[config.mk]
export PLATFORM = sky130hd
export DESIGN_NAME = ram_arbiter_flat
export DESIGN_NICKNAME = d
export VERILOG_FILES = /design/src/rtl/ram_arbiter_if.sv /design/src/rtl/ram_arbiter.sv /design/src/flat_wrapper.sv
export SDC_FILE = /design/constraint.sdc
export NUM_CORES = 1
export LEC_CHECK = 0
export BUFFER_PORTS_ARGS = -buffer_cell sky130_fd_sc_hd__buf_2
export CAP_MARGIN = 20
export CORE_ASPECT_RATIO = 1.75
export CORE_MARGIN = 3
export CORE_UTILIZATION = 40
export DETAILED_ROUTE_END_ITERATION = 8
export PLACE_DENSITY_LB_ADDON = 0.2
export SYNTH_ARGS = -nofsm -noshare
export SYNTH_HDL_FRONTEND = slang
export SYNTH_SLANG_ARGS = --single-unit
[constraint.sdc]
create_clock -name clk -period 1.4 [get_ports clk]
set_clock_uncertainty 0.05 [all_clocks]
set_input_delay 0.21 -clock clk [delete_from_list [all_inputs] [get_ports clk]]
set_output_delay 0.21 -clock clk [all_outputs]
set_load 0.03 [all_outputs]
[src/rtl/ram_arbiter_if.sv]
// ram_arbiter_if: requester handshakes plus the registered RAM/Triestate side of the shared data RAM.
interface ram_arbiter_if;
  logic        req0, req1, we0, we1;
  logic [11:0] addr0, addr1;
  logic [3:0]  wdata0, wdata1;
  logic        ack0, ack1, busy;
  logic [3:0]  rdata;
  logic [11:0] ram_addr;
  logic        ram_cs, ram_we, ram_drive;
  logic [3:0]  ram_wdata, ram_rdata;
  modport slave (
    input  req0, req1, we0, we1, addr0, addr1, wdata0, wdata1, ram_rdata,
    output ack0, ack1, rdata, busy, ram_addr, ram_cs, ram_we, ram_wdata, ram_drive
  );
  modport master (
    output req0, req1, we0, we1, addr0, addr1, wdata0, wdata1, ram_rdata,
    input  ack0, ack1, rdata, busy, ram_addr, ram_cs, ram_we, ram_wdata, ram_drive
  );
endinterface

[src/rtl/ram_arbiter.sv]
// ram_arbiter: grants the shared 4-bit RAM to one of two requesters and sequences cs/we/drive
// so the level-sensitive write always sees a stable address and no bus conflict.
module ram_arbiter #(
  parameter int FIXED_PRIORITY = 0,
  parameter int WAIT_STATES    = 0
) (
  input  logic      clk,
  input  logic      reset,
  ram_arbiter_if.slave bus
);
  localparam logic [1:0] IDLE = 2'd0, ACCESS = 2'd1, TURN = 2'd2;
  logic [1:0]  r_state;
  logic [2:0]  r_cnt;
  logic        r_grant, r_last_grant;
  logic        r_ack0, r_ack1, r_busy, r_cs, r_we, r_drive;
  logic [3:0]  r_rdata, r_wdata;
  logic [11:0] r_addr;
  logic        w_any, w_pick1;
  assign w_any   = bus.req0 | bus.req1;
  // requester 1 wins alone, or on a tie when round-robin and requester 0 went last
  assign w_pick1 = bus.req1 & (~bus.req0 | ((FIXED_PRIORITY == 0) & ~r_last_grant));
  always_ff @(posedge clk) begin
    if (reset) begin
      r_state      <= IDLE;
      r_cnt        <= 3'd0;
      r_grant      <= 1'b0;
      r_last_grant <= 1'b1;
      r_ack0       <= 1'b0;
      r_ack1       <= 1'b0;
      r_busy       <= 1'b0;
      r_cs         <= 1'b0;
      r_we         <= 1'b0;
      r_drive      <= 1'b0;
      r_rdata      <= 4'd0;
      r_wdata      <= 4'd0;
      r_addr       <= 12'd0;
    end else begin
      case (r_state)
        IDLE: if (w_any) begin
          r_state      <= ACCESS;
          r_grant      <= w_pick1;
          r_last_grant <= w_pick1;
          r_cnt        <= 3'(WAIT_STATES);
          r_addr       <= w_pick1 ? bus.addr1 : bus.addr0;
          r_wdata      <= w_pick1 ? bus.wdata1 : bus.wdata0;
          r_we         <= w_pick1 ? bus.we1 : bus.we0;
          r_drive      <= w_pick1 ? bus.we1 : bus.we0;
          r_cs         <= 1'b1;
          r_busy       <= 1'b1;
        end
        ACCESS: if (r_cnt != 3'd0) r_cnt <= r_cnt - 3'd1;
        else begin
          r_state <= TURN;
          r_cs    <= 1'b0;
          r_we    <= 1'b0;
          r_drive <= 1'b0;
          r_ack0  <= ~r_grant;
          r_ack1  <= r_grant;
          if (!r_we) r_rdata <= bus.ram_rdata;
        end
        TURN: begin
          r_state <= IDLE;
          r_ack0  <= 1'b0;
          r_ack1  <= 1'b0;
          r_busy  <= 1'b0;
        end
        default: r_state <= IDLE;
      endcase
    end
  end
  assign bus.ack0      = r_ack0;
  assign bus.ack1      = r_ack1;
  assign bus.rdata     = r_rdata;
  assign bus.busy      = r_busy;
  assign bus.ram_addr  = r_addr;
  assign bus.ram_cs    = r_cs;
  assign bus.ram_we    = r_we;
  assign bus.ram_wdata = r_wdata;
  assign bus.ram_drive = r_drive;
endmodule
[src/flat_wrapper.sv]
// flat-port wrapper written by rule: the top's interface ports become plain ports
module ram_arbiter_flat 
#(
  parameter int FIXED_PRIORITY = 0,
  parameter int WAIT_STATES    = 0
)
  (clk, reset, bus_req0, bus_req1, bus_we0, bus_we1, bus_addr0, bus_addr1, bus_wdata0, bus_wdata1, bus_ram_rdata, bus_ack0, bus_ack1, bus_rdata, bus_busy, bus_ram_addr, bus_ram_cs, bus_ram_we, bus_ram_wdata, bus_ram_drive);
  ram_arbiter_if bus_i ();
  input  logic clk;
  input  logic reset;
  input wire logic [$bits(bus_i.req0)-1:0] bus_req0;
  input wire logic [$bits(bus_i.req1)-1:0] bus_req1;
  input wire logic [$bits(bus_i.we0)-1:0] bus_we0;
  input wire logic [$bits(bus_i.we1)-1:0] bus_we1;
  input wire logic [$bits(bus_i.addr0)-1:0] bus_addr0;
  input wire logic [$bits(bus_i.addr1)-1:0] bus_addr1;
  input wire logic [$bits(bus_i.wdata0)-1:0] bus_wdata0;
  input wire logic [$bits(bus_i.wdata1)-1:0] bus_wdata1;
  input wire logic [$bits(bus_i.ram_rdata)-1:0] bus_ram_rdata;
  output wire logic [$bits(bus_i.ack0)-1:0] bus_ack0;
  output wire logic [$bits(bus_i.ack1)-1:0] bus_ack1;
  output wire logic [$bits(bus_i.rdata)-1:0] bus_rdata;
  output wire logic [$bits(bus_i.busy)-1:0] bus_busy;
  output wire logic [$bits(bus_i.ram_addr)-1:0] bus_ram_addr;
  output wire logic [$bits(bus_i.ram_cs)-1:0] bus_ram_cs;
  output wire logic [$bits(bus_i.ram_we)-1:0] bus_ram_we;
  output wire logic [$bits(bus_i.ram_wdata)-1:0] bus_ram_wdata;
  output wire logic [$bits(bus_i.ram_drive)-1:0] bus_ram_drive;
  assign bus_i.req0 = bus_req0;
  assign bus_i.req1 = bus_req1;
  assign bus_i.we0 = bus_we0;
  assign bus_i.we1 = bus_we1;
  assign bus_i.addr0 = bus_addr0;
  assign bus_i.addr1 = bus_addr1;
  assign bus_i.wdata0 = bus_wdata0;
  assign bus_i.wdata1 = bus_wdata1;
  assign bus_i.ram_rdata = bus_ram_rdata;
  assign bus_ack0 = bus_i.ack0;
  assign bus_ack1 = bus_i.ack1;
  assign bus_rdata = bus_i.rdata;
  assign bus_busy = bus_i.busy;
  assign bus_ram_addr = bus_i.ram_addr;
  assign bus_ram_cs = bus_i.ram_cs;
  assign bus_ram_we = bus_i.ram_we;
  assign bus_ram_wdata = bus_i.ram_wdata;
  assign bus_ram_drive = bus_i.ram_drive;
  ram_arbiter #(.FIXED_PRIORITY(FIXED_PRIORITY), .WAIT_STATES(WAIT_STATES)) u_core (.clk(clk), .reset(reset), .bus(bus_i));
endmodule
* Yosys cells after proc, flatten, opt, wreduce, memory -nomap -nowiden *
Cells that the tools add are included.

word-level totals
  bits in writable memories = 0
  flip-flop bits (word level) = 32
  input bits = 42
  output and inout port bits = 26
  memories = 0
  latch bits = 0
  logic and storage cells = 57
  bits in read-only memories = 0

operators by class
  equality and inequality tests = 5
  multiply operators = 0
  mux-type cells = 19
  reduce and logical (&&, ||, !) cells = 12
  $lt $le $gt $ge = 0
  bitwise operators = 8
  add/sub/neg operators = 1
  div/mod/pow operators = 0
  shift-type cells = 0

operators by type and width
  operator               count
  $mux W12               1
  $pmux W1 S2            5
  $reduce_and A3 Y1      3
  $reduce_and A2 Y1      4
  $mux W1                6
  $mux W3                2
  $pmux W3 S2            1
  $reduce_bool A2 Y1     3
  $not A1 Y1             5
  $mux W2                2
  $mux W4                1
  $ne A2 B1 Y1 const B   2
  $pmux W2 S2            1
  $reduce_bool A3 Y1     1
  $sub A3 B1 Y3 const B  1
  $eq A2 B1 Y1 const B   1
  $eq A2 B2 Y1 const B   1
  $logic_not A2 Y1       1
  $ne A2 B2 Y1 const B   1
  $or A1 B1 Y1           2
  $and A1 B1 Y1          1

* Logic depth before layout (Yosys ltp) *
Gate-level depths: netlist (run 1).

  depth after elaboration = 6
  gate-level depth with buffers = 5
  gate-level depth less buffers = 5

* Worst setup path before layout (run 1) *
OpenSTA, ideal clock, no wires.

  kind = register to register
  start point = reg u_core.r_cnt[0]
  end point = reg u_core.r_cnt[1]
  data arrival time = 1.268 ns
  path slack = 0.012 ns
  stages on the path, launching flop included = 6
  clock period less this slack = 1.388 ns
  path buffers = 0
  required time = 1.280 ns
  library setup time = 0.070 ns
  path through = dfxtp_1 -> inv_1 -> ha_1 -> nand2b_1 -> or4b_1 -> a21oi_1

on the way
  cells in the longest elaborated chain, start to end = 3
  elaborated cells on any way between the ends = 6
  classes of those cells = add/sub (1); eq/ne (1); mux (2); reduce/logical (2)

ends and longest elaborated chain
  item                                                        line               text
  start, declared                                             ram_arbiter.sv:13  logic [2:0] r_cnt;
  start signal, assigned                                      ram_arbiter.sv:43  r_cnt <= 3'(WAIT_STATES);
  start signal, assigned                                      ram_arbiter.sv:51  ACCESS: if (r_cnt != 3'd0) r_cnt <= r_cnt - 3'd1;
  $sub A3 B1 Y3 / $reduce_bool A3 Y1 (equally long branches)  ram_arbiter.sv:51
  $mux W3 / $ne A2 B1 Y1 (equally long branches)              --
  $pmux W3 S2 / $reduce_and A3 Y1 (equally long branches)     --

Several ways; a longest one is shown, not always the timed one. The select of a mux whose other input is x is not followed.
A chain may end at the register's enable or synchronous reset.

* Worst setup path after layout (run 1) *
  start point = reg u_core.r_cnt[1]
  end point = reg u_core.r_cnt[1]

The elaborated chain is that of the path after synthesis.

==> results of run 1 <==
layout by cell type (no fill, tap or decap), types with 2 or more instances in the layout:
cell type,synthesis,routed
a21oi_1,9,8
nand2b_1,4,3
dfxtp_1,32,29
mux2i_1,16,16
o21ai_0,4,4
buf_4,3,11
clkbuf_8,0,7
o21a_1,4,4
o211ai_1,2,2
nand3_1,7,7
inv_1,6,5
buf_2,2,67
nor2_1,4,4
o2bb2ai_1,16,16
dfxtp_2,0,3
state kept, by name, indices dropped and copies added, names as in the netlist:
signal                cells
u_core.r_cnt              3
u_core.bus.ram_addr      12
u_core.bus.rdata          4
u_core.bus.busy           1
u_core.r_grant            1
u_core.r_last_grant       1
u_core.r_state            2
u_core.bus.ack0           1
u_core.bus.ram_wdata      4
u_core.bus.ack1           1
u_core.bus.ram_we         1
u_core.bus.ram_cs         1
final timing paths:
check	endpoint	cells after the start
max reg2reg	u_core.r_cnt[1]	5
min	u_core.bus.ram_we	3
max	u_core.r_cnt[1]	5
min reg2reg	u_core.bus.ram_addr[5]	1
final cells by class:
class	instances	share of cell area [%]
clock buffers	7	4.762
flip-flops and latches	32	31.85
repair buffers	79	21.65
well taps	45	2.783
inverters	6	1.113
multi-input cells	92	37.85
kinds of logic (layout without fill, tap and decap cells):
logic type	Yosys count	count (layout)	share of synthesized area [%]
buffers and inverters	15	92	6.379
DFF	32	32	44.14
AOI/OAI and AO/OA	44	44	22.84
adders and majority gates	2	2	1.724
and+or+nand+nor	30	30	13.88
muxes	16	16	11.03
layer usage:
layer / GRT usage [%] / vias up / wire, um
met5: 0 / - / 0
met4: 10.26 / 0 / 102
met3: 5.391 / 8 / 199
met2: 33.76 / 42 / 2166
met1: 16.10 / 645 / 1413
li1: - / 673 / -
timing repair:
item	4_1_cts	5_1_grt
endpoints found under the setup margin	7	18
endpoints found under the hold margin	0	0
resized for setup	2	10
per-stage QoR:
step / setup TNS, ns / util (%) / setup WS [ns]
global placement: 0 / 54.74 / 0.04683
detailed placement: -0.1235 / 54.74 / -0.05272
finish: -0.004310 / 58.93 / -0.004310
CTS: -0.01943 / 57.76 / -0.01943
global route: -0.03346 / 58.93 / -0.02768
floorplan: 0 / - / 0.01156
worst reg2reg max path, stage by stage, from the launching register on:
cell	delay (ns)
dfxtp_2	0.34
inv_1	0.08
ha_4	0.20
nand2b_4	0.08
or4b_4	0.46
a21oi_2	0.13
report_power, final:
| part | total (mW) | internal, mW | switching [mW] |
|---|---|---|---|
| logic | 0.942 | 0.391 | 0.551 |
| clock network | 0.769 | 0.437 | 0.332 |
| registers | 1.15 | 1.05 | 0.104 |
==> out/metrics.yaml, run 1 <==
ys_seq_area_share_pct: 44.14
grt_pass1_wl_mm: 6.092
tightestPinTransition_ns: 0.3170
path_clk_slew_ns: 0.07
setup_viol: 1
cts_buffers: 5
yosysMostFrequentCell: "dfxtp_1"
die_width_um: 51.54
area_growth_pct: 39.40
hold_slack_ns: 0.09448
multiInputGateArea_um2: 765.7
first_iter_violations: 15
cap_violations: 0
hold_buffers: 0
status: "finished with violations"
numPortBuffers: 67
syn-cell-area_um2: 1451
timing.fmax_mhz: 712.1
synthArstFlopShare_pct: 0
synth_top_cell_area_share_pct: 44.14
rrSetupSlack_ns: -0.004
endpoint_kind: "flop"
synth_cell_types: 38
synth_seq_cells: 32
cts_buffer_depth: 2
path_cells: "inv_1 -> ha_4 -> nand2b_4 -> or4b_4 -> a21oi_2"
placed_cell_area_um2: 1879
cts_tree: "done"
track_usage_pct: 17.98
crit_type: "flop to flop"
critPathRequiredTime_ns: 1.57
ant_nets: 0
drive_gt1_share_pct: 47.69
core_um2: 3433
p_per_area_nw_per_um2: 1415
antenna_found_initial: 0
synth_edf_count: 0
syn_avg_cell_area_um2: 10.44
initial_core_util_pct: 42.27
cts_sinks: 32
syn_inst: 139
yosysTopAreaCell: "dfxtp_1"
cp-start-kind: "flop"
route.detailed.drc: 0
report.final.slew_viol_count: 0
hold_viol: 0
fin_area_um2: 2023
place.gp.congestion: 0.7936
synth_warnings: 0
cpPeakStageDelay_ns: 0.46
timing.final.crit_share_pct: 100.3
holdCritStartpoint: "bus_we1"
dp_cells: 254
critPathBufInv: 1
crit_family: "simple AND/OR/NAND/NOR gates"
postCtsSetupBuffers: 0
violations: "setup timing"
n_fill_cell: 342
synth_flop_cell: "dfxtp_1"
seq_area_um2: 644.4
path_max_fanout: 6
totalWireLength_mm: 3.881
worst_ep_arrival_time_ns: 1.57
clkLatencyLatePin_ns: 0.28
relSlewSlack_pct: 78.79
via_per_inst: 5.241
ys_top_cells_by_count: "dfxtp_1 (32), mux2i_1 (16), o2bb2ai_1 (16)"
grt_pass1_vias: 1444
r2r_start: "u_core.r_cnt[1]"
first_pass_iters: 4
fp.dieH_um: 85.69
cp_slowest_cell: "or4b_4"
vias: 1368
instances_no_fill: 261
wl_per_cell_um: 14.87
ir_drop_v: 0.0008497
synth_fp_nets: 183
num_rows: 28
htreeDepth: 2
period_minus_slack_ns: 1.404
hold_path_class: "primary input to flop"
setup_ws_ns: -0.004310
power_mw: 2.862
ioPinCount: 68
synth.area.top_cells: "dfxtp_1 (44%), mux2i_1 (11%), o2bb2ai_1 (9.7%), a21oi_1 (3.1%), nand3_1 (2.4%)"
crit_start: "u_core.r_cnt[1]"
cts-root-buf: "clkbuf_8"
grt_remaining_overflow: 0
p_leak_nw: 0.9197
fin_nets: 260
dieArea_um2: 4416
grt_max_degree: 19
dp.final_hpwl_mm: 2.945
n_antenna_cell: 0
No activity file was read; power rests on OpenSTA's default activity.
==> run 2: changes to the inputs <==
--- a/config.mk
+++ b/config.mk
@@ -5,12 +5,12 @@
 export SDC_FILE = /design/constraint.sdc
 export NUM_CORES = 1
 export LEC_CHECK = 0
-export BUFFER_PORTS_ARGS = -buffer_cell sky130_fd_sc_hd__buf_2
 export CAP_MARGIN = 20
 export CORE_ASPECT_RATIO = 1.75
 export CORE_MARGIN = 3
 export CORE_UTILIZATION = 40
 export DETAILED_ROUTE_END_ITERATION = 8
+export DONT_BUFFER_PORTS = 1
 export PLACE_DENSITY_LB_ADDON = 0.2
 export SYNTH_ARGS = -nofsm -noshare
 export SYNTH_HDL_FRONTEND = slang
==> out/metrics.yaml, run 2 (synthesis results as in run 1) <==
status: "finished clean"
cp-start-kind: "flop"
first_iter_violations: 24  # +9
ioPinCount: 68  # unchanged
layout.cells.most_common: "dfxtp_1"
cts_buffers: 5  # unchanged
fp.dieH_um: 85.69  # unchanged
hold_viol: 0  # unchanged
report.final.slew_viol_count: 0  # unchanged
route.detailed.drc: 0  # unchanged
dp_slack_ns: -0.05102  # +0.001703 ns
p_leak_nw: 0.6579  # -28%
crit_type: "flop to flop"
tns_ns: 0  # +0.004310 ns
endpoint_kind: "flop"
cap_violations: 0  # unchanged
num_rows: 28  # unchanged
hold_path_class: "primary input to flop"
place.gp.congestion: 0.7910  # -0.33%
path_cells: "inv_2 -> ha_4 -> nand2b_1 -> or4b_4 -> a21oi_2"
dieArea_um2: 4416  # unchanged
antenna_found_initial: 0  # unchanged
critPathRequiredTime_ns: 1.55  # -0.02 ns
path_clk_slew_ns: 0.07  # about the same
crit_family: "simple AND/OR/NAND/NOR gates"
track_usage_pct: 16.26  # -1.7 points
wl_per_cell_um: 17.17  # +15%
p_switching_mw: 0.9233  # -6.4%
vias: 1175  # -14%
setup_viol: 0  # -1
ant_nets: 0  # unchanged
worst-path-stages: 5  # unchanged
n_antenna_cell: 0  # unchanged
htreeDepth: 2  # unchanged
ir_drop_v: 0.001062  # +25%
hold_depth: 2  # -1
fin_nets: 201  # -23%
relSlewSlack_pct: 72.88  # -5.9 points
clockPowerShare_pct: 24.9  # -2.0 points
tightestPinTransition_ns: 0.4054  # +0.08842 ns
cpPeakStageDelay_ns: 0.46  # about the same
grt_pass1_vias: 1165  # -19%
worst_ep_arrival_time_ns: 1.51  # -0.06 ns
timing.final.crit_share_pct: 96.52  # -3.8 points
intPower_mw: 1.696  # -9.5%
cts_buffer_depth: 2  # unchanged
path_max_fanout: 4  # -2
p_seq_share_pct: 50.6  # +10 points
core_um2: 3433  # unchanged
swShare_pct: 35.24  # +0.77 points
grt_remaining_overflow: 0  # unchanged
cts-root-buf: "clkbuf_8"
numPortBuffers: 0  # -100%
totalWireLength_mm: 3.468  # -11%
timing.fmax_mhz: 740.1  # +3.9%
dp.final_hpwl_mm: 2.552  # -13%
rsz0062_at_grt: "yes"
largest_register_ffs: 12  # unchanged
cts_tree: "done"
combPwrFrac_pct: 24.5  # -8.4 points
p_per_area_nw_per_um2: 1508  # +6.6%
clkLatencyLatePin_ns: 0.28  # about the same
most-common-layout-cells: "dfxtp_1 (28), buf_4 (17), mux2i_1 (16), o2bb2ai_1 (16), a21oi_1 (8)"
period_minus_slack_ns: 1.351  # -0.05306 ns
via_per_inst: 5.817  # +11%
drive_gt1_share_pct: 26.75  # -21 points
initial_core_util_pct: 42.27  # unchanged
first_pass_iters: 4  # unchanged
grt_max_degree: 19  # unchanged
cp_slowest_cell: "or4b_4"
die_width_um: 51.54  # unchanged
reg2reg_depth: 5  # unchanged
grt_pass1_wl_mm: 5.416  # -11%
setup_ws_ns: 0.04875  # +0.05306 ns
area_growth_pct: 19.66
power_mw: 2.620  # -8.5%
critPathBufInv: 1  # unchanged
fin_util_pct: 50.58  # -8.3 points
cts_sinks: 32  # unchanged
-- run 2: final cells by class --
type	count	area, um2
repair buffers	20	167.7
fillers	352	1697
clock inverters	1	5.005
multi-input cells	92	767.0
clock buffers	6	72.57
flip-flops and latches	32	645.6
well taps	45	56.30
inverters	6	22.52
-- run 2: per-layer routing --
metal	vias to the layer above	routed length, um	global-route usage (%)
li1	554	-	-
met4	0	77	8.115
met5	-	0	0
met2	47	1932	29.35
met3	9	208	4.870
met1	565	1249	16.20
-- run 2: power groups by stage --
| stage | combinational [mW] | sequential (mW) | clock [mW] |
|---|---|---|---|
| CTS | 0.618 | 1.32 | 0.681 |
| global route | 0.702 | 1.34 | 0.729 |
| finish | 0.641 | 1.33 | 0.653 |
| global placement | 0.561 | 1.33 | 0 |
| detailed placement | 0.584 | 1.33 | 0 |
| floorplan | 0.402 | 1.35 | 0 |
-- run 2: path summary, 6_finish.rpt --
kind                            slack, ns           startpoint                  end
worst max register to register       0.05      u_core.r_cnt[1]      u_core.r_cnt[1]
worst max-delay path                 0.05      u_core.r_cnt[1]      u_core.r_cnt[1]
worst min register to register       0.43  u_core.bus.rdata[3]  u_core.bus.rdata[3]
worst min-delay path                 0.02              bus_we1    u_core.bus.ram_we
-- run 2: stage by stage --
stage,hold slack (ns),std cells,area (um2)
2_1_floorplan,0.2782,139,1451
3_3_place_gp,0.2315,191,1574
3_5_place_dp,0.2336,191,1574
4_1_cts,0.01111,202,1704
5_1_grt,0.02578,202,1737
6_report,0.02154,202,1737
-- run 2: repair_timing --
item | CTS | global route
resized for setup | 8 | 9
hold buffers | 2 | 0
buffers inserted | 2 | 0
hold endpoints to repair | 11 | 0
gates cloned | 0 | 0
pin swaps | 2 | 1
setup endpoints to repair | 5 | 10
==> run 3: changes to the inputs <==
--- a/config.mk
+++ b/config.mk
@@ -7,7 +7,7 @@
 export LEC_CHECK = 0
 export CAP_MARGIN = 20
 export CORE_ASPECT_RATIO = 1.75
-export CORE_MARGIN = 3
+export CORE_MARGIN = 2
 export CORE_UTILIZATION = 40
 export DETAILED_ROUTE_END_ITERATION = 8
 export DONT_BUFFER_PORTS = 1
==> out/metrics.yaml, run 3 (synthesis results as in run 1) <==
status: "finished clean"
totalWireLength_mm: 3.456  # -0.35%
cts-root-buf: "clkbuf_8"
antenna_found_initial: 0  # unchanged
tightestPinTransition_ns: 0.4332  # +0.02782 ns
power_mw: 2.920  # +11%
ir_drop_v: 0.0009309  # -12%
report.final.slew_viol_count: 0  # unchanged
core_um2: 3556  # +3.6%
path_max_fanout: 8  # +4
via_per_inst: 5.658  # -2.7%
multiInputGateArea_um2: 764.5  # -0.33%
grt_max_degree: 18  # -1
track_usage_pct: 17.51  # +1.3 points
cp-start-kind: "flop"
wl_per_cell_um: 17.11  # -0.35%
p_leak_nw: 0.6759  # +2.7%
endpoint_kind: "flop"
crit_type: "flop to flop"
clkLatencyLatePin_ns: 0.28  # about the same
hold_slack_ns: 0.02747  # +0.005930 ns
area_growth_pct: 22.59
route.detailed.drc: 0  # unchanged
timing.final.crit_share_pct: 96.74  # +0.22 points
drive_gt1_share_pct: 25.64  # -1.1 points
cap_violations: 0  # unchanged
setup_viol: 0  # unchanged
tns_ns: 0  # unchanged
num_rows: 29  # +3.6%
relSlewSlack_pct: 71.02  # -1.9 points
most-common-layout-cells: "dfxtp_1 (30), mux2i_1 (16), o2bb2ai_1 (16)"
cts_buffers: 5  # unchanged
timing.fmax_mhz: 738.4  # -0.23%
seq_area_um2: 643.1  # -0.39%
numPortBuffers: 0  # unchanged
cts_buffer_depth: 2  # unchanged
path_clk_slew_ns: 0.07  # about the same
die_width_um: 49.54  # -3.9%
dp.final_hpwl_mm: 2.565  # +0.49%
grt_pass1_wl_mm: 5.485  # +1.3%
first_pass_iters: 4  # unchanged
hold_viol: 0  # unchanged
n_antenna_cell: 0  # unchanged
first_iter_violations: 12  # -50%
fin_nets: 199  # -1.0%
layout.cells.most_common: "dfxtp_1"
place.gp.congestion: 0.8126  # +2.7%
grt_pass1_vias: 1179  # +1.2%
ant_nets: 0  # unchanged
cts_tree: "done"
n_fill_cell: 361  # +2.6%
rsz0062_at_grt: "no"
dieArea_um2: 4145  # -6.1%
vias: 1143  # -2.7%
ioPinCount: 68  # unchanged
grt_remaining_overflow: 0  # unchanged
initial_core_util_pct: 40.82  # -1.5 points
cts_sinks: 32  # unchanged
hold_path_class: "primary input to flop"
worst_ep_arrival_time_ns: 1.51  # about the same
critPathRequiredTime_ns: 1.56  # about the same
htreeDepth: 2  # unchanged
p_per_area_nw_per_um2: 1641  # +8.8%
period_minus_slack_ns: 1.354  # +0.003099 ns
largest_register_ffs: 12  # unchanged
fp.dieH_um: 83.69  # -2.3%
run 3: path summary, 6_finish.rpt:
check,start,endpoint,slack (ns),depth (start not counted)
hold reg to reg,u_core.r_last_grant,u_core.r_last_grant,0.44,2
setup / recovery,u_core.r_cnt[2],u_core.r_cnt[1],0.05,3
setup reg to reg,u_core.r_cnt[2],u_core.r_cnt[1],0.05,3
hold / removal,bus_we1,u_core.bus.ram_we,0.03,2
run 3: area by class of cell:
type	count	share of cell area, %
Multi-Input combinational cell	92	42.97
Sequential cell	32	36.15
Timing Repair Buffer	18	9.283
Clock buffer	7	5.415
Tap cell	46	3.235
Clock inverter	1	1.688
Inverter	6	1.266
run 3: worst max-delay path, cell delays in order, from the launching register on:
cell	delay (ns)
dfxtp_1	0.46
nand2b_4	0.18
or4b_4	0.45
a21oi_2	0.14
run 3: per-layer routing:
layer  track usage (%)  wire [um]
met5                 0          0
met2             32.00       2013
met4             9.848         79
met1             16.72       1195
met3             5.018        168
run 3: timing repair:
action | 4_1_cts | 5_1_grt
setup endpoints to repair | 5 | 11
buffers inserted | 1 | 0
resized for setup | 7 | 5
hold buffers | 2 | 0
hold endpoints to repair | 11 | 0
pin swaps | 2 | 2
run 3: power breakdown:
| part | internal [mW] | total, mW | switching (mW) |
|---|---|---|---|
| clock network | 0.628 | 0.964 | 0.336 |
| logic | 0.305 | 0.624 | 0.319 |
| registers | 1.05 | 1.33 | 0.287 |
| total | 1.98 | 2.92 | 0.942 |
run 3: per-stage QoR:
stage | std cells | util (%) | instance area (um2) | worst slack [ns]
finish | 202 | 50.04 | 1779 | 0.04565
global route | 202 | 50.04 | 1779 | 0.001258
CTS | 202 | 49.58 | 1763 | 0.01225
detailed placement | 191 | 44.44 | 1580 | -0.06883
global placement | 191 | 44.44 | 1580 | 0.04119
floorplan | 139 | - | 1451 | 0.01156
